<file path="src/rtl/stroke_painter.sv">
// Canvas paint stage: reads each pixel's canvas word, tests it against a square pen
// brush latched once per frame, and writes either the pen colour or the live camera pixel.
module stroke_painter #(
  parameter int unsigned H_PIXELS     = 320,
  parameter int unsigned V_PIXELS     = 240,
  parameter int unsigned ADDR_W       = 17,
  parameter int unsigned PIX_W        = 8,
  parameter int unsigned BRAM_LAT     = 2,
  parameter int unsigned MAX_RADIUS   = 3,
  parameter int unsigned STALE_FRAMES = 4
) (
  input  logic              clk_in,
  input  logic              rst_in,
  input  logic [10:0]       x_com_in,
  input  logic [9:0]        y_com_in,
  input  logic              com_valid_in,
  input  logic [10:0]       hcount_in,
  input  logic [9:0]        vcount_in,
  input  logic              pixel_valid_in,
  input  logic [PIX_W-3:0]  camera_pixel_in,
  input  logic [1:0]        color_select_in,
  input  logic [1:0]        mode_in,
  input  logic [1:0]        brush_size_in,
  input  logic [PIX_W-1:0]  pixel_from_bram_in,
  output logic [ADDR_W-1:0] pixel_addr_bram_check_out,
  output logic [PIX_W-1:0]  pixel_out_forbram,
  output logic [ADDR_W-1:0] pixel_addr_forbram,
  output logic              valid_pixel_forbram,
  output logic              pen_down_out
);

  localparam int unsigned CAM_W   = PIX_W - 2;
  localparam int unsigned DW      = 12;
  localparam int unsigned STALE_W = $clog2(STALE_FRAMES + 1);
  localparam int unsigned AQ_W    = BRAM_LAT * ADDR_W;
  localparam int unsigned CQ_W    = BRAM_LAT * CAM_W;

  localparam logic [1:0] MODE_WRITE = 2'b00;
  localparam logic [1:0] MODE_ERASE = 2'b01;
  localparam logic [1:0] MODE_CLEAR = 2'b10;

  typedef enum logic [1:0] {IDLE = 2'd0, TRACK = 2'd1, LIFTED = 2'd2} state_t;

  state_t             state_q, state_d;
  logic [10:0]        pend_x_q, act_x_q, eff_x_c;
  logic [9:0]         pend_y_q, act_y_q, eff_y_c;
  logic [1:0]         pend_r_q, act_r_q, eff_r_c, brush_r_c;
  logic               pend_flag_q;
  logic [STALE_W-1:0] stale_q, stale_d;
  logic               frame_start_c, load_active_c, pen_eff_c;

  assign frame_start_c = pixel_valid_in && (hcount_in == 11'd0) && (vcount_in == 10'd0);
  assign brush_r_c     = (32'(brush_size_in) > MAX_RADIUS) ? 2'(MAX_RADIUS) : brush_size_in;

  // Frame-start bookkeeping: promote pending COM or age the stale counter
  always_comb begin
    state_d       = state_q;
    stale_d       = stale_q;
    load_active_c = 1'b0;
    if (frame_start_c) begin
      if (pend_flag_q) begin
        load_active_c = 1'b1;
        stale_d       = '0;
        state_d       = TRACK;
      end else begin
        if (stale_q < STALE_W'(STALE_FRAMES)) stale_d = stale_q + STALE_W'(1);
        if ((stale_d == STALE_W'(STALE_FRAMES)) && (state_q == TRACK)) state_d = LIFTED;
      end
    end
  end

  // The frame-start pixel itself already sees the brush that is being loaded
  assign pen_eff_c = (state_d == TRACK);
  assign eff_x_c   = load_active_c ? pend_x_q : act_x_q;
  assign eff_y_c   = load_active_c ? pend_y_q : act_y_q;
  assign eff_r_c   = load_active_c ? pend_r_q : act_r_q;

  always_ff @(posedge clk_in) begin
    if (rst_in) begin
      state_q      <= IDLE;
      stale_q      <= STALE_W'(STALE_FRAMES);
      pen_down_out <= 1'b0;
      pend_x_q     <= '0;
      pend_y_q     <= '0;
      pend_r_q     <= '0;
      pend_flag_q  <= 1'b0;
      act_x_q      <= '0;
      act_y_q      <= '0;
      act_r_q      <= '0;
    end else begin
      state_q      <= state_d;
      stale_q      <= stale_d;
      pen_down_out <= (state_d == TRACK);
      if (load_active_c) begin
        act_x_q <= pend_x_q;
        act_y_q <= pend_y_q;
        act_r_q <= pend_r_q;
      end
      if (com_valid_in) begin
        pend_x_q    <= x_com_in;
        pend_y_q    <= y_com_in;
        pend_r_q    <= brush_r_c;
        pend_flag_q <= 1'b1;
      end else if (load_active_c) begin
        pend_flag_q <= 1'b0;
      end
    end
  end

  // Stage 0: bounds check, linear address and brush hit test
  logic [DW-1:0]     h_w, v_w, x_w, y_w, dx_c, dy_c;
  logic              hit_c, in_bounds_c, s0_vld_c;
  logic [ADDR_W-1:0] addr_c;

  assign h_w         = DW'(hcount_in);
  assign v_w         = DW'(vcount_in);
  assign x_w         = DW'(eff_x_c);
  assign y_w         = DW'(eff_y_c);
  assign dx_c        = (h_w >= x_w) ? (h_w - x_w) : (x_w - h_w);
  assign dy_c        = (v_w >= y_w) ? (v_w - y_w) : (y_w - v_w);
  assign hit_c       = pen_eff_c && (dx_c <= DW'(eff_r_c)) && (dy_c <= DW'(eff_r_c));
  assign in_bounds_c = (32'(hcount_in) < H_PIXELS) && (32'(vcount_in) < V_PIXELS);
  assign addr_c      = ADDR_W'(32'(vcount_in) * H_PIXELS + 32'(hcount_in));
  assign s0_vld_c    = pixel_valid_in && in_bounds_c;

  // Delay line: entry 0 is stage 0, the top entry lines up with pixel_from_bram_in
  logic [BRAM_LAT-1:0][ADDR_W-1:0] addr_q;
  logic [BRAM_LAT-1:0][CAM_W-1:0]  cam_q;
  logic [BRAM_LAT-1:0]             hit_q, vld_q;
  logic [ADDR_W-1:0]               addr_in_c;
  logic [CAM_W-1:0]                cam_in_c;

  assign addr_in_c = s0_vld_c ? addr_c : addr_q[0];
  assign cam_in_c  = s0_vld_c ? camera_pixel_in : cam_q[0];

  always_ff @(posedge clk_in) begin
    if (rst_in) begin
      addr_q <= '0;
      cam_q  <= '0;
      hit_q  <= '0;
      vld_q  <= '0;
    end else begin
      addr_q <= AQ_W'({addr_q, addr_in_c});
      cam_q  <= CQ_W'({cam_q, cam_in_c});
      hit_q  <= BRAM_LAT'({hit_q, s0_vld_c && hit_c});
      vld_q  <= BRAM_LAT'({vld_q, s0_vld_c});
    end
  end

  assign pixel_addr_bram_check_out = addr_q[0];

  // Decide stage: painted-tag protection and mode rules
  logic             painted_c, we_c, bram_unused_c;
  logic [PIX_W-1:0] cam_word_c, color_word_c, wdata_c;

  assign painted_c     = (pixel_from_bram_in[PIX_W-1 -: 2] == 2'b11);
  assign bram_unused_c = ^pixel_from_bram_in[PIX_W-3:0];

  always_comb begin
    we_c         = 1'b0;
    wdata_c      = '0;
    cam_word_c   = PIX_W'(cam_q[BRAM_LAT-1]);
    color_word_c = '0;
    color_word_c[PIX_W-1 -: 2] = 2'b11;
    color_word_c[1:0]          = color_select_in;
    case (mode_in)
      MODE_WRITE: begin
        we_c    = !painted_c;
        wdata_c = hit_q[BRAM_LAT-1] ? color_word_c : cam_word_c;
      end
      MODE_ERASE: begin
        we_c    = !painted_c || hit_q[BRAM_LAT-1];
        wdata_c = cam_word_c;
      end
      MODE_CLEAR: begin
        we_c    = 1'b1;
        wdata_c = cam_word_c;
      end
      default: ;
    endcase
  end

  always_ff @(posedge clk_in) begin
    if (rst_in) begin
      valid_pixel_forbram <= 1'b0;
      pixel_out_forbram   <= '0;
      pixel_addr_forbram  <= '0;
    end else begin
      valid_pixel_forbram <= vld_q[BRAM_LAT-1] && we_c;
      if (vld_q[BRAM_LAT-1] && we_c) begin
        pixel_out_forbram  <= wdata_c;
        pixel_addr_forbram <= addr_q[BRAM_LAT-1];
      end
    end
  end

endmodule

</file>
<file path="config.mk">
export PLATFORM = sky130hd
export DESIGN_NAME = stroke_painter
export DESIGN_NICKNAME = d
export VERILOG_FILES = /design/src/rtl/stroke_painter.sv
export SDC_FILE = /design/constraint.sdc
export NUM_CORES = 1
export LEC_CHECK = 0
export BUFFER_PORTS_ARGS = -buffer_cell sky130_fd_sc_hd__buf_2
export CORE_AREA = 2 2 146 134
export DETAILED_ROUTE_END_ITERATION = 16
export DIE_AREA = 0 0 148 136
export HOLD_SLACK_MARGIN = 0.02
export PLACE_DENSITY = 0.56
export SETUP_SLACK_MARGIN = 0.15
export SYNTH_ARGS = -nofsm -noshare
export SYNTH_HDL_FRONTEND = slang
export SYNTH_SLANG_ARGS = --single-unit
export TNS_END_PERCENT = 1
</file>
<file path="constraint.sdc">
create_clock -name clk_in -period 5.65 [get_ports clk_in]
set_input_delay 0 -clock clk_in [delete_from_list [all_inputs] [get_ports clk_in]]
set_output_delay 0 -clock clk_in [all_outputs]
set_load 0.01 [all_outputs]
</file>
==> results of run 1 <==
final timing paths:
path / from / to / slack (ns)
worst min register to register: vld_q[0]$_SDFF_PP0_ / vld_q[1]$_SDFF_PP0_ / 0.44
worst max register to register: pend_flag_q$_SDFFE_PP0P_ / hit_q[0]$_SDFF_PP0_ / 1.69
worst max-delay path: hcount_in[2] / hit_q[0]$_SDFF_PP0_ / 0.67
worst min-delay path: rst_in / pixel_addr_forbram[1]$_SDFFE_PP0P_ / 0.06
power groups by stage:
stage               sequential (mW)  combinational (mW)  clock, mW
detailed placement            0.945               0.290          0
global placement              0.944               0.290          0
floorplan                     0.942               0.209          0
finish                        0.925               0.309       1.13
CTS                           0.925               0.311       1.15
global route                  0.926               0.348       1.19
per-stage QoR:
| step | util, % | hold slack (ns) |
|---|---|---|
| 2_1_floorplan | - | 0.1410 |
| 3_3_place_gp | 42.53 | 0.2338 |
| 3_5_place_dp | 42.53 | 0.2409 |
| 4_1_cts | 47.64 | 0.04557 |
| 5_1_grt | 47.68 | 0.07860 |
| 6_report | 47.68 | 0.05553 |
layout make-up:
cell class | instances | area share (%)
multi-input cells | 580 | 47.44
flip-flops and latches | 128 | 28.68
repair buffers | 149 | 10.78
clock buffers | 19 | 5.069
well taps | 250 | 3.501
inverters | 67 | 2.815
clock inverters | 13 | 1.708
timing repair:
item	in CTS	in global routing
hold buffers	35	0
endpoints found under the hold margin	35	0
gates resized for setup	0	2
endpoints found under the setup margin	0	1
routing by layer:
layer  GRT usage (%)  vias up
li1                -     3064
met1           25.16     2638
met2           26.11      145
met3           3.725       17
met4           5.450        0
met5               0        -
cell families after synthesis:
group,share of synthesized area [%]
AOI/OAI and AO/OA,14.17
xor gates and xnor gates,3.419
adders and majority gates,13.95
buffers and inverters,7.265
DFF,35.01
muxes,10.00
and+or+nand+nor,16.19
state kept, by name, indices dropped and copies added, names as in the netlist:
name	flops
pixel_out_forbram	7
valid_pixel_forbram	1
cam_q	12
pend_x_q	11
state_q	2
act_y_q	10
act_r_q	2
act_x_q	11
pixel_addr_bram_check_out	17
pend_r_q	2
addr_q	17
pend_y_q	10
pen_down_out	1
vld_q	2
pend_flag_q	1
stale_q	3
hit_q	2
pixel_addr_forbram	17
worst max-delay path: stages:
cell and delay (ns):
dlygate4sd3_1 0.55, buf_2 0.16, or4_1 0.53, nor4_2 0.15
nand4_1 0.17, nor3_4 0.27, nand2_2 0.22, buf_12 0.22
mux2i_1 0.25, inv_1 0.08, ha_1 0.41, o21a_1 0.24
o21a_1 0.18, o22a_2 0.25, o21ai_4 0.17, mux2i_1 0.24
ha_1 0.27, a21oi_1 0.13, a21oi_1 0.05, nor2_1 0.10
nand2_1 0.07, nor4_2 0.21, nand4_1 0.13, a2111oi_2 0.21
synthesized netlist by cell type, types with 9 or more instances:
| cell | number |
|---|---|
| dfxtp_1 | 128 |
| nor2_1 | 104 |
| ha_1 | 72 |
| mux2i_1 | 72 |
| inv_1 | 67 |
| a21oi_1 | 65 |
| nor2b_1 | 33 |
| nand2_1 | 28 |
| clkbuf_1 | 25 |
| o21ai_0 | 25 |
| buf_4 | 18 |
| xnor2_1 | 17 |
| nand2b_1 | 12 |
| nor3_1 | 12 |
| nand3_1 | 11 |
| a21o_1 | 9 |
| xor2_1 | 9 |
==> results, run 1 <==
- With fillers left out, the area of the finished cells amounts to 8935 um2.
- The actual slew at the worst max-slew pin is 0.7341 ns.
- Summed over all instances, the cell type with the most area after synthesis is dfxtp_1.
- The sequential cell area is 2562 um2.
- The clock transition time at the flip-flop clock pins of the worst setup and hold paths is 0.07 ns.
- The number of max-capacitance violations reported is 0.
- The portion of total power attributed to sequential cells is 39.2%.
- In this run, CTS created clock tree buffers numbering 17.
- The commonest non-fill, non-tap cell in the layout is dfxtp_1.
- The worst min-delay path category is in2reg.
- Leaving out fill and tap cells, the most frequent cells in the layout are 128 x dfxtp_1, 104 x nor2_1, 102 x buf_2.
- The die is 136 um tall.
- The clock tree from TritonCTS is done.
- Synthesis produced a netlist whose cell count is 829.
- The minimum clock period after layout is 4.980 ns.
- The synthesis-stage register bit count is 128.
- The count of boundary I/O pins is 110.
- The number of antenna diodes in the final layout is 0.
- The number of filler instances in the final layout is 1,872.
- The areal power density over the cells is 264.2 nW/um2.
- Detailed routing inserted a total of 5,864 vias.
- The die outline area is 20,130 um2.
- Entering global routing, the biggest net connects 58 pins.
- After legalization and detailed placement, the total HPWL measured 12,910 um.
- The number of buffers between clock root and the deepest sink is 2.
- The fraction of power consumed by combinational cells is 13.1%.
- Wire segments on met3 add up to 811 um in the final route.
- The worst voltage drop across the vdd grid is 0.2038 mV.
- The worst hold path passes through 2 cells.
- The initial antenna violation count is 0.
- In this run, the clock network consumes 47.7% of the power.
- The analysis attributes to net switching a power of 0.6212 mW.
- The area growth from synthesis to layout is 22.07%.
- The static leakage power is 4.305 nW.
- The count of flip-flops with a built-in enable after synthesis is 0.
- The final number of max-transition violations is 0.
- The post-synthesis cell type count is 64.
- The critical path is of the in2reg type.
- Net switching is 26.32% of the power.
- The first-pass iteration count of the detailed router is 5.
- The floorplan step set the die width to 148 um.
- The total overflow left after global routing is 0.
- The number of input and output port buffers inserted is 103.
- The number of nets in the synthesized netlist is 973.
- The floorplan has 48 rows.
- The number of endpoints with negative hold slack in the final report is 0.
- OpenSTA, run right after detailed placement, puts the worst setup slack at 0.5692 ns.
- The async set-or-reset flop fraction in the synthesized netlist is 0%.
- Setup total negative slack on the finished layout was measured at 0 ns.
- Once the floorplan was initialized, standard cells occupied 39.06% of the core.
- Buffers added to address setup during post-CTS repair amount to 0.
- The wire length of the first global-routing pass is 27,750 um.
- The H-tree was split into 4 levels.
- The run finished with clean final reports.
- The post-layout total power is 2.360 mW.
- The net total in the final layout is 1,087.
- The worst setup path is launched from a primary input.
- The via count of the first global-routing pass is 5,345.
- The placeable core region is 18,740 um2.
- The minimum setup slack in the final design is 0.6696 ns.
- The final critical-path share of the clock period is 88.15%.
- Along the worst path, the maximum fanout reaches 19.
- The kind of end point of the critical path is a flop.
- The part of the Yosys area used for sequential elements is 35.01%.
- Measured in cells, the most critical reg-to-reg path has a length of 18.
- The congestion estimate from routability-driven global placement came to 0.8887.
- In this run the remaining antenna-violating nets after routing total 0.
- The total length of routed wires is 17,310 um.
- STA puts the critical path data required time at 5.97 ns.
- After the first detailed-routing iteration, the DRC count stood at 354.
- For this run, the top clock speed supported by timing is 200.8 MHz.
- The post-synthesis cell area is 7320 um2.
- Cells with a size suffix above 1 make up 16.74% of the layout.
- For this run, design rule violations remaining after detail routing come to 0.
- For this run, the total global-route usage over all layers was measured as 17.48%.
- The average wire per cell in the routed design is 14.35 um.
- The multi-input gate area in the final layout is 4239 um2.
- The share of synthesized area in the top cell type comes to 35.01%.
- Once layout is complete, the cells apart from fillers number 1,206.
- The met1 wire length is 8888 um.
- In the synthesized netlist the dominant register cell turns out to be dfxtp_1.
- The detailed router used layers up to and including met4.
- Data on the critical path arrives at its endpoint at 5.30 ns.
- The placed instance area is 7970 um2.
- Setup repair after global routing left no endpoint under its margin.
- The tree is rooted in a clkbuf_16.
- The clock latency of the later-clocked register in the worst-skew pair is 0.42 ns.
- Yosys attributes the largest share of cell area to dfxtp_1 35%, ha_1 12%, mux2i_1 9.8%.
- The average cell area after synthesis is 8.829 um2.
- On the final layout, the worst clock skew is 0.01446 ns.
- The Yosys step of the flow raised 0 warnings.
- The internal portion of the total power is 1.739 mW.
- The post-placement cell count is 1,139.
- The clock net in this run drives a total of 128 sinks.
- The vias per cell is 4.862.
- Measured against its own limit, the worst slew margin works out to 51.06%.
- The length of routed met2 wiring is 7363 um.
- The count of endpoints failing setup in the final report is 0.
Power figures use the tool's default switching activity.
==> run 2, diff against run 1 <==
--- a/config.mk
+++ b/config.mk
@@ -6,10 +6,9 @@
 export NUM_CORES = 1
 export LEC_CHECK = 0
 export BUFFER_PORTS_ARGS = -buffer_cell sky130_fd_sc_hd__buf_2
-export CORE_AREA = 2 2 146 134
+export CORE_AREA = 2 2 124 157
 export DETAILED_ROUTE_END_ITERATION = 16
-export DIE_AREA = 0 0 148 136
-export HOLD_SLACK_MARGIN = 0.02
+export DIE_AREA = 0 0 126 159
 export PLACE_DENSITY = 0.56
 export SETUP_SLACK_MARGIN = 0.15
 export SYNTH_ARGS = -nofsm -noshare
==> results, run 2 (synthesized netlist as in run 1, its figures left out) <==
- The flow ran to the end, and the final reports show no timing, DRC or antenna violations.
- The share of layout cells above drive strength 1 was 16.46% (-0.28 points).
- Leaving out fill and tap cells, the most frequent cell in the layout is dfxtp_1.
- The number of filler instances in the final layout came to 1,835 (-2.0%).
- The die span in x is 126 um (-15%).
- The TritonCTS sink count is 128 (unchanged).
- The count of vias placed by the detailed router was 5,880 (+0.27%).
- The number of max-capacitance violations reported is 0 (unchanged).
- The die height is 159 um (+17%).
- The areal power density over the cells was 276.8 nW/um2 (+4.8%).
- The clock buffer count from CTS is 17 (unchanged).
- The number of DRC violations after detailed routing is 0 (unchanged).
- The effective utilization at floorplan is 39.57% (+0.51 points).
- The residual overflow from global routing is 0 (unchanged).
- The area growth from synthesis to layout is 22.21%.
- The post-CTS repair timing setup buffer count is 0 (unchanged).
- The number of nets with antenna violations after detailed routing is 0 (unchanged).
- The type of the setup path with the least slack is in2reg.
- The number of cells on the worst reg-to-reg path is 17 (-1).
- The final worst clock skew is 0.01006 ns (-0.004407 ns).
- The top cell types in the final layout, fill and taps aside, are 128 x dfxtp_1, 104 x nor2_1, 102 x buf_2.
- The sum of negative setup slack is 0 ns (unchanged).
- The actual slew at the worst max-slew pin is 0.7457 ns (+0.01164 ns).
- The total length of routed wires came to 17,200 um (-0.61%).
- The net total in the final layout is 1,086 (-0.092%).
- The minimum clock period after layout is 4.777 ns (-0.2031 ns).
- The final number of max-transition violations is 0 (unchanged).
- The number of input and output port buffers inserted was 103 (unchanged).
- Setup repair after global routing left no endpoint under its margin.
- The worst hold path cell count came to 3 (+1).
- The sequential cell area came to 2562 um2 (unchanged).
- The clock latency of the later-clocked register in the worst-skew pair is 0.42 ns (about the same).
- The required time of the critical path is 5.97 ns (about the same).
- The total global-route track usage was 17.38% (-0.097 points).
- The maximum operating frequency is 209.3 MHz (+4.3%).
- The placeable core region is 18,500 um2 (-1.3%).
- The path with the worst hold slack has its endpoint at pixel_addr_bram_check_out[1]$_SDFFE_PP0P_.
- The worst endpoint data arrival time is 5.10 ns (-0.20 ns).
- The vias per cell is 4.958 (+2.0%).
- The worst voltage drop across the vdd grid was 0.1946 mV (-4.5%).
- The count of boundary I/O pins is 110 (unchanged).
- The average wire per cell in the routed design is 14.51 um (+1.1%).
- The clock transition time at the flip-flop clock pins of the worst setup and hold paths is 0.06 ns (about the same).
- The category of the worst setup path launch point is a primary input.
- The number of antenna cells inserted was 0 (unchanged).
- The register-to-register path setup slack is 1.87 ns (+0.18 ns).
- The multi-input gate area in the final layout is 4230 um2 (-0.21%).
- The root buffer selected by CTS is clkbuf_16.
- The maximum level of the CTS H-tree was 4 (unchanged).
- The post-placement cell count came to 1,120 (-1.7%).
- The row count is 56 (+17%).
- The die outline area is 20,030 um2 (-0.47%).
- The final cell count without fillers is 1,186 (-1.7%).
- The static leakage power was 4.318 nW (+0.30%).
- The DRC violation total after the first TritonRoute iteration was 283 (-20%).
- STA classifies the critical path endpoint as a flop.
- The startpoint of the most critical hold path is hcount_in[1].
- The count of endpoints failing setup in the final report came to 0 (unchanged).
- In this run the critical register-to-register path is launched from pend_flag_q$_SDFFE_PP0P_.
- The highest net fanout along the worst path is 13 (-6).
- The routability congestion estimate is 0.8273 (-6.9%).
- The clock tree from TritonCTS is done.
- In this run the critical register-to-register path is captured at hit_q[0]$_SDFF_PP0_.
- The wire length of the first global-routing pass is 28,080 um (+1.2%).
- The initial antenna violation count is 0 (unchanged).
- The number of buffers between clock root and the deepest sink is 2 (unchanged).
- The number of endpoints with negative hold slack in the final report is 0 (unchanged).
- The pin count of the biggest net entering global routing is 59 (+1.7%).
- The worst min-delay path category is in2reg.
- The via count of the first global-routing pass came to 5,609 (+4.9%).
- The placed wire-length estimate came to 12,670 um (-1.9%).
- The final critical-path share of the clock period came to 84.56% (-3.6 points).
- The relative slew slack was 50.29% (-0.78 points).
- The first-pass iteration count of the detailed router is 5 (unchanged).
run 2: cell count changes in the layout (fill, tap and decap cells not counted), sizes merged:
| cell | previous run | this run |
|---|---|---|
| clkbuf | 19 | 20 |
| bufinv | 2 | 5 |
| inv | 71 | 70 |
| clkinv | 5 | 1 |
| buf | 114 | 113 |
run 2: layout make-up:
cell class                 count  share of cell area [%]
tap                          232                   3.245
clock buffer                  20                   5.218
timing repair buffer         148                   10.55
sequential                   128                   28.65
clock inverter                11                   2.238
multi-input combinational    580                   47.29
inverter                      67                   2.812
run 2: what timing repair did:
| action | 4_1_cts | 5_1_grt |
|---|---|---|
| hold endpoints to repair | 35 | 0 |
| hold buffers | 35 | 0 |
| resized for setup | 0 | 0 |
run 2: worst max path at each step:
| stage | endpoint | depth (start not counted) | slack [ns] | start |
|---|---|---|---|---|
| after floorplan | hit_q[0]$_SDFF_PP0_ | 23 | 1.21 | hcount_in[2] |
| after global placement | hit_q[0]$_SDFF_PP0_ | 23 | 1.02 | vcount_in[3] |
| after detailed placement | hit_q[0]$_SDFF_PP0_ | 22 | 0.97 | vcount_in[3] |
| after CTS | hit_q[0]$_SDFF_PP0_ | 23 | 0.87 | hcount_in[2] |
| after global routing | hit_q[0]$_SDFF_PP0_ | 23 | 0.54 | hcount_in[2] |
| final | hit_q[0]$_SDFF_PP0_ | 23 | 0.87 | hcount_in[2] |
run 2: layer usage:
metal | share of wire (%) | routed length [um] | GRT usage, % | up-vias
li1 | - | - | - | 3061
met1 | 46 | 7904 | 21.40 | 2681
met2 | 48 | 8340 | 30.13 | 122
met3 | 4.1 | 698 | 3.864 | 16
met4 | 1.5 | 260 | 5.345 | 0
met5 | 0 | 0 | 0 | -
run 2: stage by stage:
stage | util [%] | total power [mW] | worst slack [ns] | hold slack (ns) | area, um2
after floorplan | - | 1.151 | 1.215 | 0.1410 | 7320
after global placement | 42.86 | 1.233 | 1.016 | 0.2319 | 7928
after detailed placement | 42.86 | 1.234 | 0.9662 | 0.2307 | 7928
after CTS | 48.36 | 2.514 | 0.8723 | 0.02847 | 8945
after global routing | 48.36 | 2.590 | 0.5424 | 0.05833 | 8945
final | 48.36 | 2.476 | 0.8726 | 0.05390 | 8945
run 2: where the power goes:
part / total (mW) / internal (mW) / switching (mW)
logic: 0.308 / 0.140 / 0.168
clock network: 1.24 / 0.821 / 0.422
registers: 0.925 / 0.917 / 0.00759
run 2: critical path, cell delays in order:
cell	delay, ns
dlygate4sd3_1	0.53
buf_2	0.16
or4_1	0.54
nor4_2	0.15
nand4_1	0.15
nor3_2	0.28
nand2_1	0.11
buf_4	0.23
mux2i_1	0.37
inv_1	0.15
fa_1	0.43
nand3b_1	0.22
a311oi_1	0.31
a311oi_2	0.10
mux2i_1	0.14
ha_1	0.30
a21oi_1	0.13
a21oi_1	0.05
nor2_1	0.09
nand2_1	0.07
nor4_2	0.24
nand4_1	0.14
a2111oi_2	0.20
